**src/rtl/counter_pkg.sv**
```systemverilog
// rtl/counter_pkg.sv - shared constants and helpers for the counter_ctrl timer
//
// Purpose : state encoding, mode encoding and the prescaler width helper
//           shared by counter_ctrl and counter_prescaler.
// Contents: ST_IDLE/ST_RUN/ST_HOLD/ST_DONE (2-bit state codes, also driven
//           on the state output), MODE_ONESHOT/MODE_PERIODIC, presc_width().

package counter_pkg;

  // State codes are visible on the state output, so the values are fixed.
  localparam logic [1:0] ST_IDLE = 2'd0;
  localparam logic [1:0] ST_RUN  = 2'd1;
  localparam logic [1:0] ST_HOLD = 2'd2;
  localparam logic [1:0] ST_DONE = 2'd3;

  localparam logic MODE_ONESHOT  = 1'b0;
  localparam logic MODE_PERIODIC = 1'b1;

  // Bits needed to hold 0..n-1; never less than one so a PRESCALE of 1
  // still yields a legal (constant-zero) register.
  function automatic int presc_width(input int n);
    if (n <= 2) begin
      return 1;
    end
    return $clog2(n);
  endfunction

endpackage

```
**src/rtl/counter_prescaler.sv**
```systemverilog
// rtl/counter_prescaler.sv - clock prescaler producing one tick every PRESCALE enabled cycles
//
// Purpose : divides enabled clock cycles down to count ticks for counter_ctrl.
// Ports   : clk    - rising-edge clock
//           reset  - synchronous active-high reset, phase back to 0
//           clear  - synchronous phase clear (start of a new run)
//           enable - advance the phase this cycle; low freezes it
//           tick   - combinational, high in the enabled cycle whose phase is PRESCALE-1

module counter_prescaler
  import counter_pkg::*;
#(
  parameter int PRESCALE = 1
) (
  input  logic clk,
  input  logic reset,
  input  logic clear,
  input  logic enable,
  output logic tick
);

  localparam int              PW   = presc_width(PRESCALE);
  localparam logic [PW-1:0]   LAST = PW'(PRESCALE - 1);

  logic [PW-1:0] cnt_q;
  logic [PW-1:0] cnt_d;

  assign tick = enable && (cnt_q == LAST);

  always_comb begin
    cnt_d = cnt_q;
    if (clear) begin
      cnt_d = '0;
    end else if (enable) begin
      cnt_d = tick ? '0 : cnt_q + PW'(1);
    end
  end

  always_ff @(posedge clk) begin
    if (reset) begin
      cnt_q <= '0;
    end else begin
      cnt_q <= cnt_d;
    end
  end

endmodule

```
**src/rtl/counter_ctrl.sv**
```systemverilog
// rtl/counter_ctrl.sv - programmable up-counter timer with start/stop/pause and prescaler
//
// Purpose : owns the count register and the IDLE/RUN/HOLD/DONE sequencer;
//           one-shot or periodic operation up to a latched terminal value.
// Ports   : clk, reset        - clock, synchronous active-high reset
//           start, stop       - control strobes (stop has priority)
//           pause             - level, freezes counting while in RUN/HOLD
//           mode, limit       - operating mode and terminal value, latched at start
//           out               - registered count value
//           busy              - high in RUN and HOLD
//           wrap, done        - registered one-cycle event pulses
//           state             - current state code (see counter_pkg)

module counter_ctrl
  import counter_pkg::*;
#(
  parameter int WIDTH    = 3,
  parameter int PRESCALE = 1
) (
  input  logic             clk,
  input  logic             reset,
  input  logic             start,
  input  logic             stop,
  input  logic             pause,
  input  logic             mode,
  input  logic [WIDTH-1:0] limit,
  output logic [WIDTH-1:0] out,
  output logic             busy,
  output logic             wrap,
  output logic             done,
  output logic [1:0]       state
);

  logic [1:0]       state_q, state_d;
  logic [WIDTH-1:0] out_q,   out_d;
  logic [WIDTH-1:0] limit_q, limit_d;
  logic             mode_q,  mode_d;
  logic             wrap_q,  wrap_d;
  logic             done_q,  done_d;

  logic             launch;
  logic             presc_en;
  logic             tick;

  // The prescaler only advances in a RUN cycle that actually counts; the
  // cycle in which pause or stop is taken leaves its phase untouched so a
  // resumed run neither loses nor gains a count.
  assign presc_en = (state_q == ST_RUN) && !stop && !pause;

  counter_prescaler #(
    .PRESCALE (PRESCALE)
  ) u_prescaler (
    .clk    (clk),
    .reset  (reset),
    .clear  (launch),
    .enable (presc_en),
    .tick   (tick)
  );

  always_comb begin
    state_d = state_q;
    out_d   = out_q;
    limit_d = limit_q;
    mode_d  = mode_q;
    wrap_d  = 1'b0;
    done_d  = 1'b0;
    launch  = 1'b0;

    case (state_q)
      ST_IDLE: begin
        out_d = '0;
        if (start) begin
          state_d = ST_RUN;
          limit_d = limit;
          mode_d  = mode;
          launch  = 1'b1;
        end
      end

      ST_RUN: begin
        if (stop) begin
          state_d = ST_IDLE;
          out_d   = '0;
        end else if (pause) begin
          state_d = ST_HOLD;
        end else if (tick) begin
          if (out_q != limit_q) begin
            out_d = out_q + WIDTH'(1);
          end else if (mode_q == MODE_PERIODIC) begin
            out_d  = '0;
            wrap_d = 1'b1;
          end else begin
            state_d = ST_DONE;
            done_d  = 1'b1;
          end
        end
      end

      ST_HOLD: begin
        if (stop) begin
          state_d = ST_IDLE;
          out_d   = '0;
        end else if (!pause) begin
          state_d = ST_RUN;
        end
      end

      ST_DONE: begin
        if (stop) begin
          state_d = ST_IDLE;
          out_d   = '0;
        end else if (start) begin
          state_d = ST_RUN;
          out_d   = '0;
          limit_d = limit;
          mode_d  = mode;
          launch  = 1'b1;
        end
      end

      default: begin
        state_d = ST_IDLE;
        out_d   = '0;
      end
    endcase
  end

  always_ff @(posedge clk) begin
    if (reset) begin
      state_q <= ST_IDLE;
      out_q   <= '0;
      limit_q <= '0;
      mode_q  <= MODE_ONESHOT;
      wrap_q  <= 1'b0;
      done_q  <= 1'b0;
    end else begin
      state_q <= state_d;
      out_q   <= out_d;
      limit_q <= limit_d;
      mode_q  <= mode_d;
      wrap_q  <= wrap_d;
      done_q  <= done_d;
    end
  end

  assign out   = out_q;
  assign state = state_q;
  assign wrap  = wrap_q;
  assign done  = done_q;
  assign busy  = (state_q == ST_RUN) || (state_q == ST_HOLD);

endmodule

```
**config.mk**
```make
export PLATFORM = sky130hd
export DESIGN_NAME = counter_ctrl
export DESIGN_NICKNAME = d
export VERILOG_FILES = /design/src/rtl/counter_pkg.sv /design/src/rtl/counter_prescaler.sv /design/src/rtl/counter_ctrl.sv
export SDC_FILE = /design/constraint.sdc
export NUM_CORES = 1
export LEC_CHECK = 0
export ABC_AREA = 1
export BUFFER_PORTS_ARGS = -buffer_cell sky130_fd_sc_hd__buf_2
export CORE_AREA = 4 4 49 51
export DETAILED_ROUTE_END_ITERATION = 8
export DIE_AREA = 0 0 53 55
export GPL_ROUTABILITY_DRIVEN = 0
export HOLD_SLACK_MARGIN = 0.08
export SYNTH_ARGS = -nofsm -noshare
export SYNTH_HDL_FRONTEND = slang
export SYNTH_HIERARCHICAL = 1
export SYNTH_SLANG_ARGS = --single-unit
```
**constraint.sdc**
```tcl
create_clock -name clk -period 2.9 [get_ports clk]
set_input_delay 0.145 -clock clk [delete_from_list [all_inputs] [get_ports clk]]
set_output_delay 0.145 -clock clk [all_outputs]
set_load 0.02 [all_outputs]
```
## Word-level counts from Yosys, hierarchy flattened

Cells that the tools add are included.

- Register bits: 12
- Bits in latches: 0
- Memory bits (writable): 0
- Memory bits (read-only): 0
- Output and inout bits: 8
- Word-level logic and storage cells: 70
- Memories: 0

- Add/subtract/negate cells: 2
- Multipliers: 0
- Div/mod/pow operators: 0
- $lt $le $gt $ge: 0
- Equal/unequal tests: 14
- Shift operators: 0
- Mux-type cells: 31
- Bitwise gates (word level): 3
- Reduce and logical (&&, ||, !) cells: 13

Operators by type and width:

| cell | count |
|---|---|
| 3-bit two-way mux | 10 |
| 2-bit two-way mux | 9 |
| 3-bit one-hot mux with 4 select lines | 1 |
| 3-bit inequality test (second input constant) | 3 |
| 4-bit by 3-bit inequality test with 1-bit output (second input constant) | 2 |
| 4-bit inequality test (second input constant) | 2 |
| 2-bit one-hot mux with 4 select lines | 1 |
| 1-bit two-way mux | 7 |
| 3-bit one-hot mux with 2 select lines | 1 |
| 6-bit OR reduction | 1 |
| 5-bit AND reduction | 1 |
| 2-bit == test (second input constant) | 2 |
| 2-bit inequality test (second input constant) | 2 |
| 1-bit one-hot mux with 2 select lines | 2 |
| 4-bit AND reduction | 1 |
| 3-bit by 1-bit adder with 3-bit output (second input constant) | 1 |
| 1-bit logical AND | 3 |
| 3-bit by 2-bit inequality test with 1-bit output (second input constant) | 1 |
| 3-bit inequality test | 1 |
| 1-bit inverter | 3 |
| 2-bit by 1-bit == test with 1-bit output (second input constant) | 1 |
| 1-bit zero test | 2 |
| 2-bit zero test | 1 |
| 2-bit AND reduction | 1 |
| other kinds (4) | 4 |

## Logic depth before layout (Yosys ltp)

Gate-level depths: netlist of run 1.

- Depth after elaboration: 8
- Depth in mapped cells: 13
- Depth with buffers taken out: 13

## By module

Netlist of run 1, hierarchy kept.

By module, submodules not included:

| module | instances | cells an instance | area each (um^2) | sequential area each (um^2) |
|---|---|---|---|---|
| counter_ctrl | 1 | 105 | 719.4 | 220.2 |
| counter_prescaler | 1 | 8 | 46.3 | 20.0 |

## Least setup slack after synthesis of run 1

Ideal clock, no wire load.

- Kind: flip-flop to flip-flop
- From: reg state_q[1] (netlist: state[1])
- To: reg state_q[1] (netlist: state[1])
- Library setup time: 0.064 ns
- Arrival: 1.607 ns
- Required time: 2.836 ns
- Path slack: 1.229 ns
- Stages on the path, launching flop included: 13
- Buffers on the path: 0
- Cells stage by stage: dfxtp_1 -> inv_1 -> ha_1 -> nand2_1 -> inv_1 -> inv_1 -> nor2_1 -> inv_1 -> o211ai_1 -> nand3_1 -> nand2_1 -> inv_1 -> nor2_1

- Cells in the longest elaborated chain, start to end: 6
- Elaborated cells on any way between the ends: 15
- Classes of those cells: eq/ne (7); mux (3); reduce/logical (5)

RTL lines:

| item | RTL line | text |
|---|---|---|
| start: declaration | counter_ctrl.sv:34 | `logic [1:0] state_q, state_d;` |
| start signal: assignment | counter_ctrl.sv:137 | `state_q <= state_d;` |
| 2-bit by 1-bit == test with 1-bit output | counter_ctrl.sv:48 | `assign presc_en = (state_q == ST_RUN) && !stop && !pause;` |
| 1-bit logical AND (2 in a row) | counter_ctrl.sv:48 |  |
| named net presc_en | counter_ctrl.sv:42 | `logic presc_en;` |
| 1-bit logical AND | counter_prescaler.sv:28 | `assign tick = enable && (cnt_q == LAST);` |
| named net tick | counter_ctrl.sv:43 | `logic tick;` |
| 4-bit by 3-bit inequality test with 1-bit output (no source line) | n/a |  |
| 4-bit AND reduction (no source line) | n/a |  |

The timed path passes the listed nets, and every way through them passes these cells.
A chain may end at the register's enable or synchronous reset.

## Final worst setup path of run 1

- From: reg state_q[1] (netlist: state[1])
- To: reg state_q[0] (netlist: state[0])

Same word-level chain as after synthesis.

==> results of run 1 <==
[power breakdown]
group / internal, W / switching (W)
Combinational: 0.0000892 / 0.000156
Clock: 0.0000479 / 0.0000472
Sequential: 0.000188 / 0.0000208
Total: 0.000325 / 0.000224
[state kept, by name, summed over array words and instances (netlist names)]
name / cells
state: 2
wrap: 1
mode_q: 1
out: 3
done: 1
limit_q: 3
u_prescaler/cnt_q: 1
[cell families after synthesis]
kind of cell	synth area share [%]
buffers and inverters	10.3
AOI/OAI and AO/OA	11.6
xor gates and xnor gates	2.29
and+or+nand+nor	34.6
DFF	31.4
adders and majority gates	9.80
[path summary, 6_finish.rpt]
kind                                          end              start  slack (ns)  depth (start not counted)
worst max-delay path                     state[0]           state[1]        1.12                         12
worst min-delay path                   limit_q[0]           limit[0]        0.17                          3
worst min register to register  u_prescaler/cnt_q  u_prescaler/cnt_q        0.45                          2
worst max register to register           state[0]           state[1]        1.12                         12
[placed cells by master (no fill, tap or decap)]
master and n:
sky130_fd_sc_hd__nand2_1 26, sky130_fd_sc_hd__inv_1 20, sky130_fd_sc_hd__buf_2 16, sky130_fd_sc_hd__nor2_1 12
sky130_fd_sc_hd__dfxtp_1 12, sky130_fd_sc_hd__nand3_1 7, sky130_fd_sc_hd__ha_1 6, sky130_fd_sc_hd__a21oi_1 5
sky130_fd_sc_hd__o21ai_0 5, sky130_fd_sc_hd__nand4_1 3, sky130_fd_sc_hd__clkbuf_4 3, sky130_fd_sc_hd__nor3_1 2
sky130_fd_sc_hd__o211ai_1 2, sky130_fd_sc_hd__nand3_2 2, sky130_fd_sc_hd__nand2_2 2, sky130_fd_sc_hd__inv_2 1
sky130_fd_sc_hd__xnor2_1 1, sky130_fd_sc_hd__nor3_2 1, sky130_fd_sc_hd__or2_4 1, sky130_fd_sc_hd__a21oi_2 1
sky130_fd_sc_hd__a21boi_0 1, sky130_fd_sc_hd__nand3b_1 1, sky130_fd_sc_hd__a22oi_1 1, sky130_fd_sc_hd__xor2_1 1
sky130_fd_sc_hd__dlygate4sd3_1 1
[per-layer routing]
layer / share of wire [%] / routed length, um
met2: 45 / 698
met5: 0 / 0
met3: 5.2 / 82
met1: 48 / 757
met4: 1.6 / 25
[timing repair]
item,CTS,global route
gates resized for setup,0,0
endpoints found under the hold margin,1,0
hold buffers,1,0
buffers inserted,0,0
[tightest hold or removal path, stage by stage]
cell                      delay (ns)
sky130_fd_sc_hd__buf_2          0.07
sky130_fd_sc_hd__o21ai_0        0.07
sky130_fd_sc_hd__a21oi_1        0.10
[layout make-up]
type	instances	area, um2
clock buffer	3	22.5
fill	227	1030
inverter	21	78.8
multi-input combinational	80	447
sequential	12	240
tap	27	33.8
timing repair buffer	17	90.1
[metrics by stage]
step           instances  hold slack (ns)  power [W]  area (um2)  setup WS (ns)
6_report             160            0.166   0.000549         912           1.12
5_1_grt              160            0.179   0.000599         912          0.914
4_1_cts              160            0.167   0.000556         912           1.12
3_5_place_dp         156            0.349   0.000457         880           1.14
3_3_place_gp         156            0.347   0.000456         880           1.20
2_1_floorplan        113            0.207   0.000397         766           1.23
==> impl_metrics.prom, run 1 <==
# TYPE chip_impl_metric gauge
chip_impl_metric{name="timing.critical_path.required",unit="ns"} 3.10
chip_impl_metric{name="report.final.slew_viol_count",unit=""} 0
chip_impl_metric{name="cts_htree_levels",unit=""} 1
chip_impl_metric{name="detailedRoute.firstIterationViolations",unit=""} 12
chip_impl_metric{name="antenna-diode-count",unit=""} 0
chip_impl_metric{name="grt_use_total",unit="%"} 12.5
chip_impl_metric{name="worst_ep_arrival_time",unit="ns"} 1.98
chip_impl_metric{name="die_area",unit="um2"} 2920
chip_impl_metric{name="worst-path-buf-inv",unit=""} 5
chip_impl_metric{name="fraction_of_registers_with_async_set_reset",unit="%"} 0
chip_impl_info{name="post_synth_main_area_contributors",value="sky130_fd_sc_hd__dfxtp_1 31%, sky130_fd_sc_hd__nand2_1 13%, sky130_fd_sc_hd__ha_1 9.8%, sky130_fd_sc_hd__inv_1 9.8%, sky130_fd_sc_hd__nor2_1 5.9%"} 1
chip_impl_metric{name="area.growth.synth_to_final",unit="%"} 19.1
chip_impl_metric{name="dp_hpwl",unit="um"} 1270
chip_impl_metric{name="clkTransAtPathRegs",unit="ns"} 0.06
chip_impl_metric{name="drt-wirelength-per-cell",unit="um"} 9.78
chip_impl_metric{name="die_outline_width",unit="um"} 53
chip_impl_metric{name="powerDensity",unit="nW/um2"} 602
chip_impl_metric{name="relSlewSlack",unit="%"} 59.4
chip_impl_metric{name="max_cap_viol",unit=""} 0
chip_impl_metric{name="final.period_utilization",unit="%"} 61.4
chip_impl_info{name="synth-main-ff-cell",value="sky130_fd_sc_hd__dfxtp_1"} 1
chip_impl_metric{name="number_of_enable_flip_flop_cells_after_synthesis",unit=""} 0
chip_impl_metric{name="hold_violations",unit=""} 0
chip_impl_info{name="ys_top_cells_by_count",value="26 x sky130_fd_sc_hd__nand2_1, 20 x sky130_fd_sc_hd__inv_1, 12 x sky130_fd_sc_hd__dfxtp_1, 12 x sky130_fd_sc_hd__nor2_1, 7 x sky130_fd_sc_hd__nand3_1"} 1
chip_impl_metric{name="io_pins",unit=""} 17
chip_impl_metric{name="ctsLongestPathBuffers",unit=""} 2
chip_impl_info{name="setup.worst_path.class",value="reg -> reg"} 1
chip_impl_metric{name="pleak",unit="nW"} 0.483
chip_impl_metric{name="chipHeight",unit="um"} 55
chip_impl_metric{name="rows",unit=""} 16
chip_impl_metric{name="grt_first_pass_wirelength",unit="um"} 2650
chip_impl_metric{name="use_met1",unit="%"} 13.9
chip_impl_metric{name="core-area",unit="um2"} 1940
chip_impl_metric{name="via_count_of_the_first_global_routing_pass",unit=""} 677
chip_impl_metric{name="min_period",unit="ns"} 1.78
chip_impl_info{name="grt_most_used_layer",value="met2"} 1
chip_impl_metric{name="initial_core_utilization",unit="%"} 39.4
chip_impl_metric{name="clock_sink_count",unit=""} 12
chip_impl_info{name="clock_tree.root_cell",value="sky130_fd_sc_hd__clkbuf_4"} 1
chip_impl_metric{name="worst_ir_drop_vdd",unit="mV"} 0.330
chip_impl_metric{name="fin_setup_tns",unit="ns"} 0
chip_impl_metric{name="finClkSkew",unit="ns"} 0.000466
chip_impl_metric{name="postRouteAntennaNets",unit=""} 0
chip_impl_metric{name="drt_wl_total",unit="um"} 1560
chip_impl_info{name="cp-end-kind",value="flip-flop"} 1
chip_impl_metric{name="synth_cell_types",unit=""} 22
chip_impl_metric{name="clkLatencyLatePin",unit="ns"} 0.26
chip_impl_metric{name="layout.nets",unit=""} 150
chip_impl_metric{name="max_freq",unit="MHz"} 562
chip_impl_info{name="hp-class",value="in -> reg"} 1
chip_impl_info{name="worst_path_max_delay_cell",value="sky130_fd_sc_hd__dfxtp_1"} 1
chip_impl_metric{name="maximum_number_of_pins_on_one_net_before_global_route_repair",unit=""} 10
chip_impl_info{name="start_kind",value="flip-flop"} 1
chip_impl_metric{name="yosys_warnings",unit=""} 6
chip_impl_metric{name="grt_antenna_before_repair",unit=""} 0
chip_impl_metric{name="cts_made_buffers",unit=""} 3
chip_impl_info{name="rsz0062_at_grt",value="no"} 1
chip_impl_metric{name="synth.top_cell.area_share",unit="%"} 31.4
chip_impl_info{name="synth.largest_area_cell",value="sky130_fd_sc_hd__dfxtp_1"} 1
chip_impl_metric{name="drt_drc_violations_left",unit=""} 0
chip_impl_metric{name="ratio_of_cells_with_drive_above_1_in_the_final_layout",unit="%"} 20.3
chip_impl_metric{name="setup_viol_count_final",unit=""} 0
chip_impl_metric{name="ys_ff_latch",unit=""} 12
chip_impl_info{name="cpMostUsedCell",value="sky130_fd_sc_hd__inv_1"} 1
chip_impl_info{name="tritoncts",value="yes"} 1
chip_impl_metric{name="finalCoreUtilization",unit="%"} 47.0
chip_impl_metric{name="max_slew.worst_pin.slew",unit="ns"} 0.607
chip_impl_metric{name="grt_remaining_overflow",unit=""} 0
chip_impl_metric{name="num_vias",unit=""} 742
chip_impl_metric{name="drt_pass1_iterations",unit=""} 4
chip_impl_metric{name="synthesis.area_per_instance",unit="um2"} 6.78
chip_impl_metric{name="routed_via_density",unit=""} 4.64
chip_impl_metric{name="cp_slowest_stage_delay",unit="ns"} 0.33
chip_impl_metric{name="synthesis.instances",unit=""} 113
chip_impl_info{name="yosys.cell_count.top_type",value="sky130_fd_sc_hd__nand2_1"} 1
chip_impl_metric{name="gr-usage-met2",unit="%"} 21.3
chip_impl_info{name="crit_family",value="simple AND/OR/NAND/NOR gates"} 1
chip_impl_metric{name="path_max_fanout",unit=""} 5
chip_impl_info{name="run_status",value="finished, final reports clean"} 1
chip_impl_info{name="crit_path_cell_trace",value="inv_1 -> ha_1 -> nand2_1 -> inv_1 -> inv_1 -> nor2_1 -> inv_1 -> o211ai_1 -> nand3_1 -> nand2_1 -> inv_1 -> nor2_1"} 1
chip_impl_metric{name="count_of_input_and_output_buffers",unit=""} 16
chip_impl_metric{name="seq_area_frac_synth",unit="%"} 31.4
chip_impl_metric{name="synthesis.area",unit="um2"} 766
chip_impl_metric{name="grtUsageMet3",unit="%"} 5.09
chip_impl_metric{name="synth_nets",unit=""} 128
Power figures use the tool's default switching activity.
==> inputs of run 2 (changes only) <==
--- a/config.mk
+++ b/config.mk
@@ -5,11 +5,11 @@
 export SDC_FILE = /design/constraint.sdc
 export NUM_CORES = 1
 export LEC_CHECK = 0
-export ABC_AREA = 1
+export ABC_AREA = 0
 export BUFFER_PORTS_ARGS = -buffer_cell sky130_fd_sc_hd__buf_2
-export CORE_AREA = 4 4 49 51
+export CORE_AREA = 4 4 51 53
 export DETAILED_ROUTE_END_ITERATION = 8
-export DIE_AREA = 0 0 53 55
+export DIE_AREA = 0 0 55 57
 export GPL_ROUTABILITY_DRIVEN = 0
 export HOLD_SLACK_MARGIN = 0.08
 export SYNTH_ARGS = -nofsm -noshare
==> constraint.sdc (replaced) <==
create_clock -name clk -period 1.6 [get_ports clk]
set_input_delay 0.08 -clock clk [delete_from_list [all_inputs] [get_ports clk]]
set_output_delay 0.08 -clock clk [all_outputs]
set_load 0.02 [all_outputs]
==> impl_metrics.prom, run 2 <==
# TYPE chip_impl_metric gauge
chip_impl_metric{name="synthesis.area_per_instance",unit="um2"} 9.54
chip_impl_metric{name="die_area",unit="um2"} 3140
chip_impl_info{name="worst_r2r_startpoint",value="state[1]"} 1
chip_impl_metric{name="place_inst",unit=""} 138
chip_impl_metric{name="synthesized_area_fraction_occupied_by_xor_and_xnor_cells",unit="%"} 6.02
chip_impl_metric{name="synthesis.instances",unit=""} 85
chip_impl_metric{name="yosys.area_share.simple",unit="%"} 29.3
chip_impl_info{name="yosys.cell_count.top_type",value="sky130_fd_sc_hd__dfxtp_1"} 1
chip_impl_info{name="synth.largest_area_cell",value="sky130_fd_sc_hd__dfxtp_1"} 1
chip_impl_metric{name="relSlewSlack",unit="%"} 78.6
chip_impl_metric{name="timing.hold.worst_path_depth",unit=""} 2
chip_impl_metric{name="dp_hpwl",unit="um"} 1330
chip_impl_metric{name="antenna-diode-count",unit=""} 0
chip_impl_metric{name="worst_ir_drop_vdd",unit="mV"} 0.414
chip_impl_metric{name="ys_ff_latch",unit=""} 12
chip_impl_metric{name="grt_use_total",unit="%"} 12.2
chip_impl_info{name="run_status",value="finished with violations"} 1
chip_impl_info{name="hold_path_end",value="limit_q[1]"} 1
chip_impl_metric{name="final.period_utilization",unit="%"} 108
chip_impl_metric{name="synth_compound_area_share",unit="%"} 15.4
chip_impl_metric{name="power.combinational.fraction",unit="%"} 28.3
chip_impl_info{name="ys_top_cells_by_count",value="12 x sky130_fd_sc_hd__dfxtp_1, 8 x sky130_fd_sc_hd__nor2_1, 7 x sky130_fd_sc_hd__nor2b_1"} 1
chip_impl_metric{name="pleak",unit="nW"} 0.472
chip_impl_metric{name="num_vias",unit=""} 739
chip_impl_metric{name="seq_area_frac_synth",unit="%"} 29.6
chip_impl_metric{name="fin_ws",unit="ns"} -0.124
chip_impl_metric{name="setup_viol_count_final",unit=""} 3
chip_impl_metric{name="post-place-ws",unit="ns"} -0.0944
chip_impl_metric{name="synth_cell_types",unit=""} 33
chip_impl_metric{name="yosys_warnings",unit=""} 6
chip_impl_metric{name="path_max_fanout",unit=""} 3
chip_impl_metric{name="fill_cells",unit=""} 201
chip_impl_info{name="commonest_non_fill_non_tap_cells_in_the_layout",value="16 x sky130_fd_sc_hd__buf_2, 10 x sky130_fd_sc_hd__dfxtp_1, 10 x sky130_fd_sc_hd__buf_4"} 1
chip_impl_metric{name="report.final.slew_viol_count",unit=""} 0
chip_impl_metric{name="number_of_enable_flip_flop_cells_after_synthesis",unit=""} 0
chip_impl_info{name="crit_family",value="simple AND/OR/NAND/NOR gates"} 1
chip_impl_metric{name="count_of_input_and_output_buffers",unit=""} 16
chip_impl_metric{name="max_freq",unit="MHz"} 580
chip_impl_metric{name="reg2reg_setup_slack",unit="ns"} -0.12
chip_impl_metric{name="sw_frac_of_total",unit="%"} 30.0
chip_impl_info{name="crit_path_cell_trace",value="inv_4 -> ha_4 -> nand2b_4 -> nor2_4 -> nor2b_4 -> nor2b_1 -> nand4_1 -> a2bb2oi_2 -> mux2_4"} 1
chip_impl_metric{name="grt_antenna_before_repair",unit=""} 0
chip_impl_metric{name="drt_pass1_iterations",unit=""} 4
chip_impl_info{name="min-delay-start",value="reset"} 1
chip_impl_metric{name="reg2reg_depth",unit=""} 9
chip_impl_metric{name="initial_core_utilization",unit="%"} 37.7
chip_impl_metric{name="chipHeight",unit="um"} 57
chip_impl_metric{name="die_outline_width",unit="um"} 55
chip_impl_metric{name="postRouteAntennaNets",unit=""} 0
chip_impl_metric{name="total_power",unit="W"} 0.000731
chip_impl_metric{name="synth.top_cell.area_share",unit="%"} 29.6
chip_impl_metric{name="finalNonFillerCells",unit=""} 147
chip_impl_metric{name="cts_htree_levels",unit=""} 1
chip_impl_metric{name="hold_violations",unit=""} 0
chip_impl_metric{name="max_slew.worst_pin.slew",unit="ns"} 0.321
chip_impl_info{name="start_kind",value="flip-flop"} 1
chip_impl_metric{name="worst_ep_arrival_time",unit="ns"} 1.90
chip_impl_metric{name="io_pins",unit=""} 17
chip_impl_info{name="synth-main-ff-cell",value="sky130_fd_sc_hd__dfxtp_1"} 1
chip_impl_metric{name="finClkSkew",unit="ns"} 0.00972
chip_impl_metric{name="synthMuxAreaShare",unit="%"} 8.02
chip_impl_metric{name="maximum_number_of_pins_on_one_net_before_global_route_repair",unit=""} 18
chip_impl_metric{name="drt_wl_total",unit="um"} 1730
chip_impl_metric{name="clkLatencyLatePin",unit="ns"} 0.28
chip_impl_metric{name="intPower",unit="W"} 0.000512
chip_impl_metric{name="fraction_of_registers_with_async_set_reset",unit="%"} 0
chip_impl_metric{name="yosys.area_share.adder",unit="%"} 9.26
chip_impl_info{name="synth_top_family_by_area",value="simple AND/OR/NAND/NOR gates"} 1
chip_impl_metric{name="power_switching",unit="W"} 0.000219
chip_impl_metric{name="synth_nets",unit=""} 100
chip_impl_metric{name="worst-path-buf-inv",unit=""} 1
chip_impl_metric{name="detailedRoute.firstIterationViolations",unit=""} 8
chip_impl_metric{name="grt_first_pass_wirelength",unit="um"} 2780
chip_impl_info{name="clock_tree.root_cell",value="sky130_fd_sc_hd__clkbuf_4"} 1
chip_impl_info{name="violations",value="negative setup slack"} 1
chip_impl_metric{name="core-area",unit="um2"} 2150
chip_impl_metric{name="clkTransAtPathRegs",unit="ns"} 0.08
chip_impl_metric{name="rows",unit=""} 17
chip_impl_metric{name="multi_input_area",unit="um2"} 583
chip_impl_metric{name="cts_made_buffers",unit=""} 3
chip_impl_metric{name="clock_sink_count",unit=""} 12
chip_impl_metric{name="final-seq-area",unit="um2"} 248
chip_impl_info{name="rsz0062_at_grt",value="yes"} 1
chip_impl_metric{name="hold-worst-slack",unit="ns"} 0.158
chip_impl_metric{name="via_count_of_the_first_global_routing_pass",unit=""} 634
chip_impl_metric{name="timing.critical_path.required",unit="ns"} 1.78
chip_impl_metric{name="min_period",unit="ns"} 1.72
chip_impl_metric{name="layout.nets",unit=""} 135
chip_impl_metric{name="powerDensity",unit="nW/um2"} 655
chip_impl_info{name="post_synth_main_area_contributors",value="sky130_fd_sc_hd__dfxtp_1 30%, sky130_fd_sc_hd__ha_1 9.3%, sky130_fd_sc_hd__mux2i_1 6.2%, sky130_fd_sc_hd__xnor2_2 6.0%, sky130_fd_sc_hd__nor2b_1 5.4%"} 1
chip_impl_info{name="cp-end-kind",value="flip-flop"} 1
chip_impl_info{name="regToRegEndpoint",value="state[1]"} 1
chip_impl_info{name="hp-class",value="in -> reg"} 1
chip_impl_info{name="final_common_cell",value="sky130_fd_sc_hd__buf_2"} 1
chip_impl_info{name="worst_path_max_delay_cell",value="sky130_fd_sc_hd__dfxtp_4"} 1
chip_impl_metric{name="area.growth.synth_to_final",unit="%"} 37.7
chip_impl_metric{name="synthesis.area",unit="um2"} 811
chip_impl_metric{name="grt_remaining_overflow",unit=""} 0
chip_impl_metric{name="routed_via_density",unit=""} 5.03
chip_impl_metric{name="ctsLongestPathBuffers",unit=""} 2
chip_impl_info{name="tritoncts",value="yes"} 1
chip_impl_metric{name="clkPwrFrac",unit="%"} 27.6
chip_impl_metric{name="ratio_of_cells_with_drive_above_1_in_the_final_layout",unit="%"} 41.2
chip_impl_metric{name="drt-wirelength-per-cell",unit="um"} 11.8
chip_impl_metric{name="drt_drc_violations_left",unit=""} 0
chip_impl_info{name="setup.worst_path.class",value="reg -> reg"} 1
chip_impl_metric{name="seqPwrFrac",unit="%"} 44.1
chip_impl_metric{name="cp_slowest_stage_delay",unit="ns"} 0.36
chip_impl_metric{name="max_cap_viol",unit=""} 0
-- run 2: cell types whose count changed after synthesis, sizes merged, moves of 2 or more --
cell    delta
mux2i      +5
xnor2      +2
nand2b     +6
nor2b      +7
nand3      -6
a21oi      -4
nor2       -3
nor3b      +3
nand2     -27
inv       -17
-- run 2: kinds of logic (layout without fill, tap and decap cells) --
kind of cell,Yosys count,after routing
simple gates,38,38
compound gates,15,15
flops,12,12
fa+ha+maj,6,6
mux,6,6
buf+inv,5,39
xor+xnor,3,3
-- run 2: what timing repair did --
item / 4_1_cts / 5_1_grt
hold endpoints to repair: 4 / 0
buffers inserted: 0 / 1
pin swaps: 2 / 5
setup endpoints to repair: 4 / 10
resized for setup: 0 / 4
hold buffers: 4 / 0
-- run 2: area by class of cell --
class	instances	share of cell area (%)
multi-input cells	68	52.2
inverters	4	1.57
flip-flops and latches	12	22.2
well taps	28	3.14
repair buffers	31	18.5
clock buffers	4	2.35
-- run 2: how the worst max path moves through the flow --
stage                         from       end  slack (ns)  cells after the start
after global routing      state[1]  state[1]       -0.18                      9
after global placement    state[1]  state[1]       -0.06                      9
after detailed placement  state[1]  state[1]       -0.09                      9
after floorplan           state[1]  state[1]       -0.20                      9
after CTS                 state[1]  state[1]       -0.12                      9
final                     state[1]  state[1]       -0.12                      9
-- run 2: per-layer routing --
| metal | track usage [%] | share of wire, % | vias to the layer above |
|---|---|---|---|
| met4 | 5.21 | 1.7 | 0 |
| met1 | 15.2 | 45 | 351 |
| met5 | 0 | 0 | - |
| li1 | - | - | 372 |
| met3 | 4.96 | 4.3 | 5 |
| met2 | 18.4 | 49 | 11 |
-- run 2: power by group through the flow --
stage	clock [W]	sequential, W	combinational (W)
CTS	0.000209	0.000322	0.000199
global placement	0	0.000329	0.000188
detailed placement	0	0.000329	0.000189
floorplan	0	0.000335	0.000121
finish	0.000202	0.000322	0.000207
global route	0.000222	0.000323	0.000227
-- run 2: through the flow --
stage	util, %	setup TNS, ns	cell area, um2
after floorplan	-	-0.320	841
after global placement	47.8	-0.0655	1030
after detailed placement	47.8	-0.144	1030
after CTS	50.9	-0.188	1090
after global routing	52.0	-0.604	1120
final	52.0	-0.201	1120
==> inputs of run 3 (changes only) <==
--- a/config.mk
+++ b/config.mk
@@ -8,10 +8,13 @@
 export ABC_AREA = 0
 export BUFFER_PORTS_ARGS = -buffer_cell sky130_fd_sc_hd__buf_2
 export CORE_AREA = 4 4 51 53
+export CTS_BUF_LIST = sky130_fd_sc_hd__clkbuf_2 sky130_fd_sc_hd__clkbuf_4 sky130_fd_sc_hd__clkbuf_8
 export DETAILED_ROUTE_END_ITERATION = 8
 export DIE_AREA = 0 0 55 57
 export GPL_ROUTABILITY_DRIVEN = 0
 export HOLD_SLACK_MARGIN = 0.08
+export PLACE_DENSITY = 0.66
+export SETUP_SLACK_MARGIN = 0.4
 export SYNTH_ARGS = -nofsm -noshare
 export SYNTH_HDL_FRONTEND = slang
 export SYNTH_HIERARCHICAL = 1
==> impl_metrics.prom, run 3 (synthesis gave the netlist of run 2 again) <==
# TYPE chip_impl_metric gauge
chip_impl_metric{name="max_slew.worst_pin.slew",unit="ns"} 0.310
chip_impl_info{name="run_status",value="finished with violations"} 1
chip_impl_info{name="rsz0062_at_grt",value="yes"} 1
chip_impl_metric{name="powerDensity",unit="nW/um2"} 631
chip_impl_metric{name="clkTransAtPathRegs",unit="ns"} 0.08
chip_impl_metric{name="grt_first_pass_wirelength",unit="um"} 3390
chip_impl_metric{name="path_max_fanout",unit=""} 3
chip_impl_info{name="start_kind",value="flip-flop"} 1
chip_impl_metric{name="chipHeight",unit="um"} 57
chip_impl_metric{name="fin_ws",unit="ns"} -0.133
chip_impl_metric{name="count_of_input_and_output_buffers",unit=""} 16
chip_impl_metric{name="relSlewSlack",unit="%"} 79.4
chip_impl_metric{name="rows",unit=""} 17
chip_impl_metric{name="via_count_of_the_first_global_routing_pass",unit=""} 757
chip_impl_metric{name="report.final.slew_viol_count",unit=""} 0
chip_impl_metric{name="finClkSkew",unit="ns"} 0.00925
chip_impl_metric{name="layout.nets",unit=""} 145
chip_impl_metric{name="clkLatencyLatePin",unit="ns"} 0.28
chip_impl_info{name="final_common_cell",value="sky130_fd_sc_hd__buf_4"} 1
chip_impl_info{name="violations",value="negative setup slack"} 1
chip_impl_metric{name="drt-wirelength-per-cell",unit="um"} 13.2
chip_impl_metric{name="antenna-diode-count",unit=""} 0
chip_impl_metric{name="drt_wl_total",unit="um"} 2080
chip_impl_info{name="tritoncts",value="yes"} 1
chip_impl_info{name="commonest_non_fill_non_tap_cells_in_the_layout",value="15 x sky130_fd_sc_hd__buf_4, 14 x sky130_fd_sc_hd__buf_2, 10 x sky130_fd_sc_hd__dfxtp_1"} 1
chip_impl_metric{name="ratio_of_cells_with_drive_above_1_in_the_final_layout",unit="%"} 52.7
chip_impl_metric{name="hold_violations",unit=""} 0
chip_impl_metric{name="num_vias",unit=""} 785
chip_impl_info{name="crit_path_cell_trace",value="inv_4 -> ha_4 -> nand2b_4 -> nor2_4 -> nor2b_4 -> nor2b_1 -> nand4_1 -> a2bb2oi_2 -> mux2_4"} 1
chip_impl_metric{name="io_pins",unit=""} 17
chip_impl_metric{name="grt_use_total",unit="%"} 14.6
chip_impl_metric{name="ctsLongestPathBuffers",unit=""} 2
chip_impl_metric{name="worst-path-buf-inv",unit=""} 1
chip_impl_metric{name="maximum_number_of_pins_on_one_net_before_global_route_repair",unit=""} 18
chip_impl_metric{name="pleak",unit="nW"} 0.553
chip_impl_info{name="cp-end-kind",value="flip-flop"} 1
chip_impl_metric{name="initial_core_utilization",unit="%"} 37.7
chip_impl_info{name="clock_tree.root_cell",value="sky130_fd_sc_hd__clkbuf_4"} 1
chip_impl_metric{name="reg2reg_setup_slack",unit="ns"} -0.13
chip_impl_info{name="setup.worst_path.class",value="reg -> reg"} 1
chip_impl_metric{name="worst_ep_arrival_time",unit="ns"} 1.91
chip_impl_info{name="worst_path_max_delay_cell",value="sky130_fd_sc_hd__dfxtp_4"} 1
chip_impl_metric{name="dp_hpwl",unit="um"} 1410
chip_impl_metric{name="final.period_utilization",unit="%"} 108
chip_impl_metric{name="setup_viol_count_final",unit=""} 5
chip_impl_metric{name="fill_cells",unit=""} 188
chip_impl_metric{name="cp_slowest_stage_delay",unit="ns"} 0.36
chip_impl_metric{name="max_cap_viol",unit=""} 0
chip_impl_info{name="hp-class",value="in -> reg"} 1
chip_impl_metric{name="drt_pass1_iterations",unit=""} 4
chip_impl_metric{name="grt_antenna_before_repair",unit=""} 0
chip_impl_metric{name="total_power",unit="W"} 0.000826
chip_impl_metric{name="postRouteAntennaNets",unit=""} 0
chip_impl_metric{name="multi_input_area",unit="um2"} 662
chip_impl_metric{name="clock_sink_count",unit=""} 12
chip_impl_metric{name="timing.critical_path.required",unit="ns"} 1.77
chip_impl_metric{name="detailedRoute.firstIterationViolations",unit=""} 12
chip_impl_metric{name="cts_made_buffers",unit=""} 3
chip_impl_metric{name="worst_ir_drop_vdd",unit="mV"} 0.443
chip_impl_metric{name="cts_htree_levels",unit=""} 1
chip_impl_metric{name="post-place-ws",unit="ns"} -0.106
chip_impl_metric{name="routed_via_density",unit=""} 5.00
chip_impl_metric{name="drt_drc_violations_left",unit=""} 0
chip_impl_metric{name="final-seq-area",unit="um2"} 248
chip_impl_metric{name="die_area",unit="um2"} 3140
chip_impl_metric{name="fin_setup_tns",unit="ns"} -0.513
chip_impl_metric{name="grt_remaining_overflow",unit=""} 0
chip_impl_metric{name="die_outline_width",unit="um"} 55
chip_impl_metric{name="max_freq",unit="MHz"} 577
chip_impl_metric{name="area.growth.synth_to_final",unit="%"} 61.6
chip_impl_metric{name="core-area",unit="um2"} 2150
chip_impl_info{name="crit_family",value="simple AND/OR/NAND/NOR gates"} 1
chip_impl_metric{name="min_period",unit="ns"} 1.73
run 3: cell types whose count changed in the layout (fill, tap and decap cells not counted), sizes merged:
cell | before | now
buf | 27 | 37
run 3: final cells by class:
type | count | share of cell area [%]
Timing Repair Buffer | 41 | 23.9
Clock buffer | 4 | 2.29
Inverter | 4 | 1.72
Tap cell | 28 | 2.67
Multi-Input combinational cell | 68 | 50.5
Sequential cell | 12 | 18.9
run 3: path summary, 6_finish.rpt:
kind,from,to,cells after the start
setup / recovery,state[1],state[1],9
hold / removal,reset,limit_q[2],2
setup reg to reg,state[1],state[1],9
hold reg to reg,mode_q,wrap,2
run 3: through the flow:
| step | cells | area (um2) | hold slack, ns | util (%) |
|---|---|---|---|---|
| detailed placement | 138 | 1030 | 0.319 | 47.9 |
| global route | 157 | 1310 | 0.168 | 61.0 |
| CTS | 151 | 1210 | 0.155 | 56.6 |
| finish | 157 | 1310 | 0.168 | 61.0 |
| global placement | 138 | 1030 | 0.311 | 47.9 |
| floorplan | 85 | 843 | 0.153 | - |
run 3: what timing repair did:
item | 4_1_cts | 5_1_grt
hold endpoints to repair | 4 | 0
buffers inserted | 5 | 6
resized for setup | 19 | 10
pin swaps | 3 | 8
setup endpoints to repair | 12 | 14
hold buffers | 4 | 0
run 3: layer usage:
metal	share of wire, %	vias to the layer above	GRT usage [%]
met4	2.0	0	6.94
met5	0	-	0
met2	52	14	22.3
met3	3.8	5	4.18
met1	42	377	18.5
li1	-	389	-
run 3: power by group:
group / leakage (nW) / internal (W) / total [W] / switching [W]
Sequential: 0.0990 / 0.000310 / 0.000323 / 0.0000135
Clock: 0.0184 / 0.000114 / 0.000215 / 0.000101
Combinational: 0.435 / 0.000158 / 0.000288 / 0.000130
